[src/rtl/ook_beacon_tx.sv]
// Optical OOK beacon transmitter: preamble, sync byte, payload and optional CRC-8, Manchester-coded on led_out.
// Define TX_CRC8_EN to append a CRC-8 (poly 0x07, init 0) byte after the payload.
module ook_beacon_tx #(
   parameter int unsigned CLK_DIV      = 50,
   parameter int unsigned PREAMBLE_LEN = 16,
   parameter logic [7:0]  SYNC_BYTE    = 8'hD5,
   parameter int unsigned GAP_CHIPS    = 8
) (
   input  logic       clk,
   input  logic       rst_n,
   input  logic       start,
   input  logic [7:0] len,
   input  logic [7:0] din,
   input  logic       den,
   output logic       din_rdy,
   output logic       led_out,
   output logic       bout,
   output logic       ben,
   output logic       busy,
   output logic       done,
   output logic       err
);

   localparam int unsigned CW      = $clog2(CLK_DIV);
   localparam int unsigned PW      = (PREAMBLE_LEN > 1) ? $clog2(PREAMBLE_LEN) : 1;
   localparam int unsigned GAP_CYC = GAP_CHIPS * CLK_DIV;
   localparam int unsigned GW      = (GAP_CYC > 1) ? $clog2(GAP_CYC) : 1;
   localparam logic [CW-1:0] CNT_LAST = CW'(CLK_DIV - 1);
   localparam logic [PW-1:0] PRE_LAST = PW'(PREAMBLE_LEN - 1);
   localparam logic [GW-1:0] GAP_LAST = GW'(GAP_CYC - 1);

`ifdef TX_CRC8_EN
   typedef enum logic [2:0] {S_IDLE, S_PRE, S_SYNC, S_DATA, S_CRC, S_GAP} state_t;
`else
   typedef enum logic [2:0] {S_IDLE, S_PRE, S_SYNC, S_DATA, S_GAP} state_t;
`endif

   state_t          state_q, state_d;
   logic [CW-1:0]   cnt_q;
   logic            half_q;
   logic [PW-1:0]   pre_cnt_q;
   logic [2:0]      bit_idx_q;
   logic [7:0]      sh_q;
   logic [7:0]      hold_q;
   logic            hold_vld_q;
   logic [7:0]      len_q;
   logic [7:0]      sent_q;
   logic [7:0]      acc_q;
   logic [GW-1:0]   gap_cnt_q;
`ifdef TX_CRC8_EN
   logic [7:0]      crc_q;
`endif

   logic       in_bits, bit_end, byte_end, more_data, hs;
   logic       frame_start, new_bit, new_val, sh_load, sh_shift, hold_take, to_gap, underrun;
   logic [7:0] sh_val;

`ifdef TX_CRC8_EN
   function automatic logic [7:0] crc8_next(input logic [7:0] c);
      logic [7:0] r;
      r = c;
      for (int unsigned i = 0; i < 8; i++) r = r[7] ? ((r << 1) ^ 8'h07) : (r << 1);
      return r;
   endfunction
`endif

   assign busy      = (state_q != S_IDLE);
   assign in_bits   = busy && (state_q != S_GAP);
   assign done      = (state_q == S_GAP) && (gap_cnt_q == GAP_LAST);
   assign din_rdy   = ((state_q == S_PRE) || (state_q == S_SYNC) || (state_q == S_DATA))
                      && !hold_vld_q && (acc_q != len_q);
   assign hs        = den && din_rdy;
   assign bit_end   = in_bits && half_q && (cnt_q == CNT_LAST);
   assign byte_end  = bit_end && (bit_idx_q == 3'd7);
   assign more_data = (sent_q != len_q);

   always_ff @(posedge clk or negedge rst_n) begin
      if (!rst_n) state_q <= S_IDLE;
      else        state_q <= state_d;
   end

   // Every bit boundary decides the next bit, so led_out/bout/ben all load on the same edge.
   always_comb begin
      state_d     = state_q;
      frame_start = 1'b0;
      new_bit     = 1'b0;
      new_val     = 1'b0;
      sh_load     = 1'b0;
      sh_val      = '0;
      sh_shift    = 1'b0;
      hold_take   = 1'b0;
      to_gap      = 1'b0;
      underrun    = 1'b0;
      unique case (state_q)
         S_IDLE: begin
            if (start && (len != '0)) begin
               state_d     = S_PRE;
               frame_start = 1'b1;
               new_bit     = 1'b1;
               new_val     = 1'b1;
            end
         end
         S_PRE: begin
            if (bit_end) begin
               new_bit = 1'b1;
               if (pre_cnt_q == PRE_LAST) begin
                  state_d = S_SYNC;
                  sh_load = 1'b1;
                  sh_val  = SYNC_BYTE;
                  new_val = SYNC_BYTE[7];
               end else begin
                  new_val = pre_cnt_q[0];
               end
            end
         end
`ifdef TX_CRC8_EN
         S_SYNC, S_DATA, S_CRC: begin
`else
         S_SYNC, S_DATA: begin
`endif
            if (bit_end) begin
               if (!byte_end) begin
                  new_bit  = 1'b1;
                  new_val  = sh_q[6];
                  sh_shift = 1'b1;
               end else if (more_data) begin
                  if (hold_vld_q) begin
                     state_d   = S_DATA;
                     hold_take = 1'b1;
                     sh_load   = 1'b1;
                     sh_val    = hold_q;
                     new_bit   = 1'b1;
                     new_val   = hold_q[7];
                  end else begin
                     underrun = 1'b1;
                     to_gap   = 1'b1;
                  end
               end else begin
`ifdef TX_CRC8_EN
                  if (state_q == S_DATA) begin
                     state_d = S_CRC;
                     sh_load = 1'b1;
                     sh_val  = crc_q;
                     new_bit = 1'b1;
                     new_val = crc_q[7];
                  end else begin
                     to_gap = 1'b1;
                  end
`else
                  to_gap = 1'b1;
`endif
               end
            end
         end
         S_GAP: begin
            if (gap_cnt_q == GAP_LAST) state_d = S_IDLE;
         end
         default: state_d = S_IDLE;
      endcase
      if (to_gap) state_d = S_GAP;
   end

   always_ff @(posedge clk or negedge rst_n) begin
      if (!rst_n) begin
         cnt_q      <= '0;
         half_q     <= 1'b0;
         pre_cnt_q  <= '0;
         bit_idx_q  <= '0;
         sh_q       <= '0;
         hold_q     <= '0;
         hold_vld_q <= 1'b0;
         len_q      <= '0;
         sent_q     <= '0;
         acc_q      <= '0;
         gap_cnt_q  <= '0;
         led_out    <= 1'b0;
         bout       <= 1'b0;
         ben        <= 1'b0;
         err        <= 1'b0;
`ifdef TX_CRC8_EN
         crc_q      <= '0;
`endif
      end else begin
         ben <= new_bit;
         err <= underrun;
         if (new_bit) begin
            cnt_q   <= '0;
            half_q  <= 1'b0;
            led_out <= new_val;
            bout    <= new_val;
         end else if (in_bits) begin
            if (cnt_q == CNT_LAST) begin
               cnt_q   <= '0;
               half_q  <= ~half_q;
               led_out <= ~led_out;
            end else begin
               cnt_q <= cnt_q + 1'b1;
            end
         end
         if (to_gap) begin
            led_out   <= 1'b0;
            bout      <= 1'b0;
            gap_cnt_q <= '0;
         end else if (state_q == S_GAP) begin
            gap_cnt_q <= gap_cnt_q + 1'b1;
         end

         if (frame_start)                          pre_cnt_q <= '0;
         else if (new_bit && (state_q == S_PRE))   pre_cnt_q <= pre_cnt_q + 1'b1;

         if (sh_load) begin
            sh_q      <= sh_val;
            bit_idx_q <= '0;
         end else if (sh_shift) begin
            sh_q      <= sh_q << 1;
            bit_idx_q <= bit_idx_q + 1'b1;
         end

         if (frame_start) begin
            len_q      <= len;
            sent_q     <= '0;
            acc_q      <= '0;
            hold_vld_q <= 1'b0;
`ifdef TX_CRC8_EN
            crc_q      <= '0;
`endif
         end else begin
            if (hs) begin
               hold_q <= din;
               acc_q  <= acc_q + 8'd1;
            end
            if (hs)             hold_vld_q <= 1'b1;
            else if (hold_take) hold_vld_q <= 1'b0;
            if (hold_take) begin
               sent_q <= sent_q + 8'd1;
`ifdef TX_CRC8_EN
               crc_q  <= crc8_next(crc_q ^ hold_q);
`endif
            end
         end
      end
   end

endmodule
[config.mk]
export PLATFORM = sky130hd
export DESIGN_NAME = ook_beacon_tx
export DESIGN_NICKNAME = d
export VERILOG_FILES = /design/src/rtl/ook_beacon_tx.sv
export SDC_FILE = /design/constraint.sdc
export NUM_CORES = 1
export LEC_CHECK = 0
export ABC_CLOCK_PERIOD_IN_PS = 3300
export BUFFER_PORTS_ARGS = -buffer_cell sky130_fd_sc_hd__buf_2
export CAP_MARGIN = 40
export CORE_MARGIN = 2
export CORE_UTILIZATION = 55
export DETAILED_ROUTE_END_ITERATION = 10
export GPL_TIMING_DRIVEN = 0
export PLACE_DENSITY = 0.74
export SETUP_SLACK_MARGIN = 0.5
export SLEW_MARGIN = 25
export SYNTH_ARGS = -nofsm -noshare
export SYNTH_HDL_FRONTEND = slang
export SYNTH_SLANG_ARGS = --single-unit
[constraint.sdc]
create_clock -name clk -period 3.3 [get_ports clk]
set_input_delay 0.33 -clock clk [delete_from_list [all_inputs] [get_ports clk]]
set_output_delay 0.33 -clock clk [all_outputs]
set_load 0.05 [all_outputs]
==> results of run 1 <==
[cell usage in the layout, fill, tap and decap left out, drive strengths merged, types with 3 or more instances in the layout]
| cell type | count |
|---|---|
| nor3 | 4 |
| nand2 | 62 |
| nor4 | 3 |
| mux2 | 12 |
| inv | 9 |
| nand2b | 3 |
| xor2 | 15 |
| o21ai | 19 |
| nand3 | 14 |
| xnor2 | 20 |
| clkbuf | 23 |
| mux2i | 3 |
| o21a | 3 |
| ha | 8 |
| dfrtp | 70 |
| or3 | 5 |
| a21oi | 10 |
| and2 | 4 |
| and3 | 5 |
| nand4 | 21 |
| buf | 30 |
| nor2 | 32 |
[cell type report]
type / instances / area, µm² / area share [%]
tap: 77 / 96.3 / 2.41
inverter: 9 / 33.8 / 0.844
sequential: 70 / 1750 / 43.8
clock inverter: 4 / 53.8 / 1.34
timing repair buffer: 29 / 175 / 4.38
buffer: 13 / 52.6 / 1.31
multi-input combinational: 268 / 1670 / 41.8
clock buffer: 12 / 165 / 4.13
[per-layer routing]
layer,vias to the layer above,GRT usage [%]
li1,1339,-
met1,1352,32.2
met2,75,34.8
met3,7,6.03
met4,0,7.92
met5,-,0
[power by group]
group	leakage (µW)	switching, µW	internal, µW
clock network	0.000105	330	412
logic	0.000827	288	251
registers	0.000920	183	1010
[metrics by stage]
| step | total power, µW | worst slack, ns | hold slack, ns |
|---|---|---|---|
| 6_report | 2480 | 0.775 | 0.195 |
| 5_1_grt | 2610 | 0.722 | 0.197 |
| 4_1_cts | 2500 | 0.779 | 0.183 |
| 3_5_place_dp | 1750 | 0.814 | 0.279 |
| 3_3_place_gp | 1720 | 0.827 | 0.452 |
| 2_1_floorplan | 1580 | 0.936 | 0.0344 |
[worst paths after layout]
check | startpoint | to | cells past startpoint
min in group asynchronous | rst_n | gap_cnt_q[5] | 2
min | len[6] | len_q[6] | 3
max | bit_idx_q[0] | led_out | 8
max reg2reg | bit_idx_q[0] | led_out | 8
min reg2reg | hold_q[3] | sh_q[3] | 2
max in group asynchronous | rst_n | acc_q[6] | 3
[worst register-to-register path: cells and delay by family, from the launching register on]
| family | cells | cell delay, ns |
|---|---|---|
| multiplexers | 1 | 0.31 |
| AO/OA/AOI/OAI | 3 | 0.72 |
| AND/OR/NAND/NOR | 1 | 0.57 |
| adder cells (fa/ha/maj) | 2 | 0.37 |
| flip-flops | 1 | 0.37 |
| buffers and inverters | 1 | 0.09 |
[timing repair]
action	CTS	global route
hold endpoints to repair	27	0
hold buffers	1	0
setup endpoints to repair	0	0
[cell families after synthesis]
logic type | Yosys count | share of synthesized area (%)
simple gates | 160 | 22.1
flops | 70 | 49.9
compound gates | 50 | 9.16
xor+xnor | 35 | 8.73
buf+inv | 22 | 2.46
mux | 15 | 4.81
fa+ha+maj | 8 | 2.85
[sequential cells by signal, indices dropped and copies added, names as in the netlist, 3 cells and up]
| name | flops |
|---|---|
| acc_q | 8 |
| bit_idx_q | 3 |
| cnt_q | 6 |
| gap_cnt_q | 9 |
| hold_q | 8 |
| len_q | 8 |
| pre_cnt_q | 4 |
| sent_q | 8 |
| sh_q | 7 |
| state_q | 3 |
==> results.md, run 1 <==
- Clock-pin slew of the registers on the worst-case setup and hold paths: 0.08 ns
- Clock latency reported for the late side of the worst-skew pair: 0.35 ns
- Vert. Die Dim: 83.9 µm
- Library cells used by synthesis: 48
- Final critical-path share of the clock period: 76.5%
- Count of placed standard cells in the final layout, fillers left out: 482
- Critical path data required time: 3.54 ns
- Starting DRC count in detailed routing: 337
- Layout Area Growth over Synthesis: 14.0%
- Number of antenna violations at the first check in global routing: 0
- Classification of the worst setup path: flop to flop
- Number of antenna diodes: 0
- Number of rows created at floorplan: 29
- Via-per-instance ratio: 5.75
- Via Count: 2773
- Worst-case clock buffer depth: 2
- Fraction of synthesized cell area taken by the top area cell type: 49.9%
- Setup repair after global routing missed its margin: no
- Final core utilization: 63.7%
- Count of input and output buffers: 26
- Area of the mapped netlist: 0.00351 mm²
- Register-to-register path setup slack: 0.77 ns
- Slew at the pin closest to its max-slew limit: 0.603 ns
- Horizontal extent of the die: 83.9 µm
- I/O Pins: 27
- Share of flip-flops with an asynchronous set or reset: 100%
- Status: finished, final reports clean
- CTS sink cnt: 70
- Design area: 0.00400 mm²
- Total power per unit cell area: 619 mW/mm²
- CTS tree: done
- Largest cells by area after synthesis: sky130_fd_sc_hd__dfrtp_1 (50%), sky130_fd_sc_hd__nand2_1 (6.6%), sky130_fd_sc_hd__xnor2_1 (5.0%), sky130_fd_sc_hd__nand4_1 (3.7%), sky130_fd_sc_hd__xor2_1 (3.7%)
- Buffer type at the clock tree root: sky130_fd_sc_hd__clkbuf_8
- Fmax achieved: 396 MHz
- Crit path capture type: flop
- Leakage dissipation: 0.00185 µW
- Post-CTS Setup Bufs: 0
- Clock Skews: 0.0104 ns
- Net Count, Synth: 388
- PostCTS Resize Cnt: 0
- Instance count of the mapped netlist: 360
- Total half-perimeter wirelength after legalization and detailed placement: 5.22 mm
- Instance count after placement with tap cells included: 464
- Cell area after placement: 0.00377 mm²
- Worst path bufs/invs: 1
- Dominant cell type by count on the critical path: sky130_fd_sc_hd__ha_1
- Most repeated cell in the gate-level netlist after synthesis: sky130_fd_sc_hd__dfrtp_1
- Worst path slowest cell: sky130_fd_sc_hd__or4_4
- Final total negative setup slack: 0 ns
- Filler instances: 523
- Max-slew violation count: 0
- Final number of hold-violating endpoints: 0
- CORE AREA: 0.00628 mm²
- Number of max-cap violations: 0
- DRC violation count after routing: 0
- Crit-path max FO: 4
- Most used flip-flop cell after synthesis: sky130_fd_sc_hd__dfrtp_1
- Wire length reported by the detailed router: 7.44 mm
- Routed Antenna Nets: 0
- Fraction of final layout cells sized beyond drive strength 1: 16.3%
- Yosys warns: 0
- Biggest cell delay along the critical path: 0.57 ns
- Largest delay contributor family on the critical path: compound AO/OA/AOI/OAI gates
- Met1 routed wirelength after detailed routing: 3.59 mm
- Gr usage total: 23.0%
- Top layer in use: met4
- Cells traversed along the worst timing path: ha_1 -> ha_1 -> inv_1 -> or4_4 -> mux2_4 -> o21a_1 -> a311o_1 -> a22o_1
- Critical Path AT: 2.77 ns
- Startpoint type of the worst setup path: flop
- Number of enable-type register cells in the synthesized netlist: 0
- Wire length of the first global-routing pass: 12.8 mm
- Final number of setup-violating endpoints: 0
- Total congestion overflow after global routing: 0
- Area of the die: 0.00704 mm²
- Final critical delay including setup and external delays: 2.53 ns
- Worst Hold Class: input port to flop
- Starting utilization of the core area: 55.9%
- Ranking of synthesized cells by instance count: sky130_fd_sc_hd__dfrtp_1 (70), sky130_fd_sc_hd__nand2_1 (62), sky130_fd_sc_hd__nor2_1 (31)
- Mean area per synthesized cell: 9.75 µm²
- Largest net degree at the start of global routing: 44
- Number of global-route vias before repair: 2705
- Layout net count: 428
- Inserted Clock Buffers: 9
- DR WL met3: 336 µm
- First-pass iteration count of the detailed router: 5
- Peak supply drop: 0.000330 V
- Per-cell routed wire length: 15.4 µm
- Met2 WL: 3.42 mm
- Proportion of synthesized chip area in sequential cells: 49.9%
- Synth area leader: sky130_fd_sc_hd__dfrtp_1
- Number of synthesized register bits: 70
- Relative slew margins: 59.5%
- Number of levels in the clock H-tree: 3
- Global placer's final weighted congestion: 0.892
No activity file was read; power rests on OpenSTA's default activity.
==> run 2: changes to the inputs <==
Settings changed: ABC_CLOCK_PERIOD_IN_PS 3300 to 2500.
Clock period 3.3 ns to 2.5 ns, I/O delays scaled along.
==> run 2 against run 1 <==
Net effect: total power is 36% higher; largest cell class is now multi-input combinational cells; highest routed layer unchanged; register-to-register slack worse by 0.62 ns; utilization is 6.5 points higher; maximum frequency is 7.9% higher.
==> results.md, run 2 (synthesis results as in run 1) <==
- CORE AREA: 0.00628 mm²
- Wire length reported by the detailed router: 8.58 mm
- Worst path bufs/invs: 1
- Final critical delay including setup and external delays: 2.34 ns
- CTS tree: done
- Number of rows created at floorplan: 29
- Total power per unit cell area: 762 mW/mm²
- Top layer in use: met4
- Slew at the pin closest to its max-slew limit: 0.468 ns
- Instance count after placement with tap cells included: 464
- Via-per-instance ratio: 5.84
- Gr usage total: 24.5%
- Layout Area Growth over Synthesis: 25.7%
- Part of the power in the clock network: 27.7%
- Startpoint type of the worst setup path: flop
- Per-cell routed wire length: 17.0 µm
- Inserted Clock Buffers: 9
- Design area: 0.00441 mm²
- Buffer type at the clock tree root: sky130_fd_sc_hd__clkbuf_8
- Horizontal extent of the die: 83.9 µm
- Largest net degree at the start of global routing: 42
- DRC violation count after routing: 0
- Share of power burned in combinational logic: 25.5%
- Worst Hold Class: input port to flop
- Total congestion overflow after global routing: 0
- Wire length of the first global-routing pass: 13.7 mm
- Largest delay contributor family on the critical path: compound AO/OA/AOI/OAI gates
- Cell area after placement: 0.00377 mm²
- Setup repair after global routing missed its margin: yes
- Fraction of final layout cells sized beyond drive strength 1: 30.7%
- Via Count: 2941
- Number of global-route vias before repair: 2875
- Number of antenna violations at the first check in global routing: 0
- Power dissipated by switching net loads: 1140 µW
- Clock-pin slew of the registers on the worst-case setup and hold paths: 0.08 ns
- Final number of setup-violating endpoints: 0
- Clock Skews: 0.00659 ns
- Worst path slowest cell: sky130_fd_sc_hd__or4_4
- Number of antenna diodes: 0
- Fmax achieved: 427 MHz
- Worst-case clock buffer depth: 2
- Count of placed standard cells in the final layout, fillers left out: 504
- Biggest cell delay along the critical path: 0.54 ns
- Area of the die: 0.00704 mm²
- Classification of the worst setup path: flop to flop
- Max-slew violation count: 0
- Most common cell after layout, fill and taps aside: sky130_fd_sc_hd__dfrtp_1
- Critical Path AT: 2.58 ns
- Met2 WL: 4.12 mm
- Switching part of the total: 33.8%
- Total half-perimeter wirelength after legalization and detailed placement: 5.31 mm
- Internal Pwr Total: 2230 µW
- Status: finished, final reports clean
- Sequential share of power: 46.8%
- Number of max-cap violations: 0
- Count of input and output buffers: 26
- Flip-flop count of the largest register, all copies and words added: 9
- Crit-path max FO: 2
- Vert. Die Dim: 83.9 µm
- Most frequent cells in the layout: sky130_fd_sc_hd__dfrtp_1 (66), sky130_fd_sc_hd__nand2_1 (54), sky130_fd_sc_hd__nor2_1 (29), sky130_fd_sc_hd__buf_2 (24), sky130_fd_sc_hd__buf_4 (23)
- Leakage dissipation: 0.00203 µW
- Final total negative setup slack: 0 ns
- Filler instances: 453
- Starting DRC count in detailed routing: 322
- Routed Antenna Nets: 0
- First-pass iteration count of the detailed router: 4
- Final critical-path share of the clock period: 93.6%
- Peak supply drop: 0.000523 V
- Starting utilization of the core area: 55.9%
- Critical path data required time: 2.74 ns
- Cells traversed along the worst timing path: ha_2 -> ha_4 -> inv_2 -> or4_4 -> mux2_4 -> o21a_1 -> a311o_1 -> a22o_1
- CTS sink cnt: 70
- Top register by number of flip-flops: gap_cnt_q
- DR WL met3: 448 µm
- Global placer's final weighted congestion: 0.907
- I/O Pins: 27
- Clock latency reported for the late side of the worst-skew pair: 0.36 ns
- Final number of hold-violating endpoints: 0
- Number of levels in the clock H-tree: 3
- Crit path capture type: flop
- Met1 routed wirelength after detailed routing: 3.81 mm
- Layout net count: 450
- Relative slew margins: 68.8%
==> run 2: final timing paths <==
path	from	end	slack (ns)	depth (start not counted)
worst min-delay path	len[1]	len_q[1]	0.10	3
worst min register to register	hold_q[3]	sh_q[3]	0.49	2
worst max-delay path	bit_idx_q[0]	led_out	0.16	8
min in group asynchronous	rst_n	pre_cnt_q[3]	0.36	2
worst max register to register	bit_idx_q[0]	led_out	0.16	8
max in group asynchronous	rst_n	len_q[6]	1.59	3
==> run 2: tightest hold or removal path, delay by kind of cell <==
family / cells / cell delay, ns
buf+inv: 1 / 0.09
simple gates: 2 / 0.08
==> run 2: final cells by class <==
| cell class | instances | area [µm²] | share of cell area, % |
|---|---|---|---|
| repair buffers | 51 | 382 | 8.65 |
| clock buffers | 11 | 141 | 3.20 |
| plain buffers | 13 | 90.1 | 2.04 |
| multi-input cells | 268 | 1850 | 42.0 |
| clock inverters | 5 | 58.8 | 1.33 |
| flip-flops and latches | 70 | 1760 | 39.8 |
| inverters | 9 | 33.8 | 0.766 |
| well taps | 77 | 96.3 | 2.18 |
==> run 2: power groups by stage <==
| stage | clock network [µW] | registers, µW | logic (µW) |
|---|---|---|---|
| 2_1_floorplan | 0 | 1560 | 524 |
| 3_3_place_gp | 0 | 1580 | 684 |
| 3_5_place_dp | 0 | 1590 | 720 |
| 4_1_cts | 943 | 1550 | 826 |
| 5_1_grt | 990 | 1600 | 932 |
| 6_report | 930 | 1580 | 858 |
==> run 2: routing by layer <==
metal  vias to the layer above  track usage [%]
met5                         -                0
met4                         0             10.9
met3                        20             5.14
met2                        89             37.3
met1                      1450             34.0
li1                       1382                -
==> run 2: metrics by stage <==
step                power [µW]  util [%]  setup WS (ns)  hold WS, ns
floorplan                 2090         -          0.200      -0.0456
global placement          2270      59.6         0.0918        0.452
detailed placement        2310      60.0         0.0860        0.204
CTS                       3320      67.4          0.186       0.0999
global route              3520      70.3         0.0973        0.121
finish                    3360      70.3          0.159        0.101
==> run 2: repair_timing <==
action	CTS	global route
hold buffers	1	0
pin swaps	11	18
endpoints found under the hold margin	29	0
setup buffers	17	4
gates resized for setup	35	39
endpoints found under the setup margin	62	61
gates cloned	0	2
==> run 3: changes to the inputs <==
Settings changed: ABC_CLOCK_PERIOD_IN_PS 2500 to 2900, REMOVE_ABC_BUFFERS set to 1.
Clock period 2.5 ns to 2.9 ns, I/O delays scaled along.
==> run 3 against run 2 <==
Net effect: count of clock-buffer cells in the layout fell by 1; utilization fell by 6.7 points; sequential cell count did not move; design area fell by 9.5%; die area did not move; cell count fell by 6.2%; register-to-register slack improved by 0.33 ns; combinational power fell by 25%; clock skew fell by 0.00088 ns; via count fell by 8.6%; critical path depth did not move; critical path type unchanged; largest power group unchanged.
==> results.md, run 3 (synthesis results as in run 1) <==
- Horizontal extent of the die: 83.9 µm
- Via Count: 2688
- Internal Pwr Total: 1930 µW
- CTS tree: done
- Crit-path max FO: 5
- Per-cell routed wire length: 15.1 µm
- Filler instances: 530
- Startpoint type of the worst setup path: flop
- Via-per-instance ratio: 5.68
- Number of rows created at floorplan: 29
- Number of max-cap violations: 0
- Part of the power in the clock network: 29.6%
- CORE AREA: 0.00628 mm²
- Clock latency reported for the late side of the worst-skew pair: 0.35 ns
- Instance count after placement with tap cells included: 452
- Final total negative setup slack: 0 ns
- Wire length of the first global-routing pass: 12.7 mm
- Fmax achieved: 415 MHz
- Slew at the pin closest to its max-slew limit: 0.696 ns
- Peak supply drop: 0.000477 V
- Total congestion overflow after global routing: 0
- Setup repair after global routing missed its margin: yes
- Wire length reported by the detailed router: 7.15 mm
- Layout net count: 420
- Crit path capture type: flop
- Total half-perimeter wirelength after legalization and detailed placement: 4.90 mm
- Buffer type at the clock tree root: sky130_fd_sc_hd__clkbuf_8
- Classification of the worst setup path: flop to flop
- Flip-flop count of the largest register, all copies and words added: 9
- Starting DRC count in detailed routing: 95
- Leakage dissipation: 0.00184 µW
- Critical Path AT: 2.65 ns
- Most common cell after layout, fill and taps aside: sky130_fd_sc_hd__dfrtp_1
- Vert. Die Dim: 83.9 µm
- Total power per unit cell area: 707 mW/mm²
- Status: finished, final reports clean
- Starting utilization of the core area: 55.9%
- First-pass iteration count of the detailed router: 4
- Count of input and output buffers: 26
- Layout Area Growth over Synthesis: 13.7%
- Number of antenna violations at the first check in global routing: 0
- Global placer's final weighted congestion: 0.797
- Final critical-path share of the clock period: 83.1%
- Final critical delay including setup and external delays: 2.41 ns
- Final number of setup-violating endpoints: 0
- Clock Skews: 0.00570 ns
- Largest net degree at the start of global routing: 43
- Max-slew violation count: 0
- Worst Hold Class: input port to flop
- Top register by number of flip-flops: gap_cnt_q
- Worst-case clock buffer depth: 2
- Number of levels in the clock H-tree: 3
- DRC violation count after routing: 0
- Relative slew margins: 53.0%
- Share of power burned in combinational logic: 22.9%
- Routed Antenna Nets: 0
- Most frequent cells in the layout: sky130_fd_sc_hd__dfrtp_1 (68), sky130_fd_sc_hd__nand2_1 (62), sky130_fd_sc_hd__nor2_1 (29), sky130_fd_sc_hd__buf_2 (25), sky130_fd_sc_hd__nand4_1 (21)
- Final number of hold-violating endpoints: 0
- Sequential share of power: 47.4%
- Number of antenna diodes: 0
- CTS sink cnt: 70
- Inserted Clock Buffers: 9
- Number of global-route vias before repair: 2641
- Switching part of the total: 31.6%
- Gr usage total: 22.7%
- I/O Pins: 27
- Critical path data required time: 3.14 ns
- Area of the die: 0.00704 mm²
- Power dissipated by switching net loads: 893 µW
- Clock-pin slew of the registers on the worst-case setup and hold paths: 0.07 ns
- Fraction of final layout cells sized beyond drive strength 1: 18.7%
- Count of placed standard cells in the final layout, fillers left out: 473
run 3: changes by cell type in the layout (fill, tap and decap cells not counted), sizes merged:
cell / previous run / this run
clkinv: 2 / 3
bufinv: 1 / 2
clkinvlp: 2 / 0
clkbuf: 19 / 10
buf: 55 / 33
run 3: power by group through the flow:
| stage | Combinational, µW | Clock (µW) | Sequential, µW |
|---|---|---|---|
| final | 647 | 837 | 1340 |
| after global routing | 733 | 896 | 1370 |
| after CTS | 649 | 850 | 1340 |
| after detailed placement | 607 | 0 | 1370 |
| after global placement | 578 | 0 | 1360 |
| after floorplan | 441 | 0 | 1350 |
run 3: final timing paths:
check | startpoint | to | slack, ns | cells after the start
setup / recovery | cnt_q[1] | led_out | 0.49 | 8
hold / removal | len[3] | len_q[3] | 0.15 | 3
setup reg to reg | cnt_q[1] | led_out | 0.49 | 8
hold reg to reg | hold_q[3] | sh_q[3] | 0.47 | 2
max in group asynchronous | rst_n | sent_q[4] | 1.95 | 3
min in group asynchronous | rst_n | cnt_q[2] | 0.40 | 2
run 3: repair_timing:
item                       CTS  global route
hold endpoints to repair    28             0
setup endpoints to repair    1            14
gates resized for setup      4             4
setup buffers                5             0
hold buffers                 1             0
pin swaps                    1             0
run 3: layer usage:
layer | track usage [%] | vias to the layer above | part of all wire, % | routed length, µm
met5 | 0 | - | 0 | 0
met4 | 9.82 | 0 | 1.9 | 135
met3 | 4.06 | 13 | 3.8 | 269
met2 | 34.5 | 47 | 47 | 3340
met1 | 32.0 | 1309 | 48 | 3400
li1 | - | 1319 | - | -
run 3: layout make-up:
type	instances	area, µm²	share of cell area, %
Tap cell	77	96.3	2.41
Sequential cell	70	1750	43.9
Multi-Input combinational cell	268	1690	42.4
Timing Repair Buffer	34	211	5.30
Clock buffer	10	128	3.20
Inverter	9	33.8	0.846
Clock inverter	5	75.1	1.88
run 3: worst max-delay path, cell delays in order, from the launching register on:
cell                       delay (ns)
sky130_fd_sc_hd__dfrtp_2         0.41
sky130_fd_sc_hd__inv_1           0.06
sky130_fd_sc_hd__ha_2            0.18
sky130_fd_sc_hd__nand2b_4        0.08
sky130_fd_sc_hd__or4_4           0.55
sky130_fd_sc_hd__mux2_4          0.31
sky130_fd_sc_hd__o21a_1          0.20
sky130_fd_sc_hd__a311o_1         0.32
sky130_fd_sc_hd__a22o_1          0.20
run 3: per-stage QoR:
step	power (µW)	cell area, µm²	hold WS (ns)	utilization, %	setup WS (ns)
finish	2820	3990	0.145	63.6	0.491
global route	3000	3990	0.155	63.6	0.429
CTS	2840	3980	0.134	63.4	0.504
detailed placement	1980	3720	0.235	59.3	0.372
global placement	1940	3680	0.450	58.7	0.225
floorplan	1790	3460	-0.00559	-	0.536
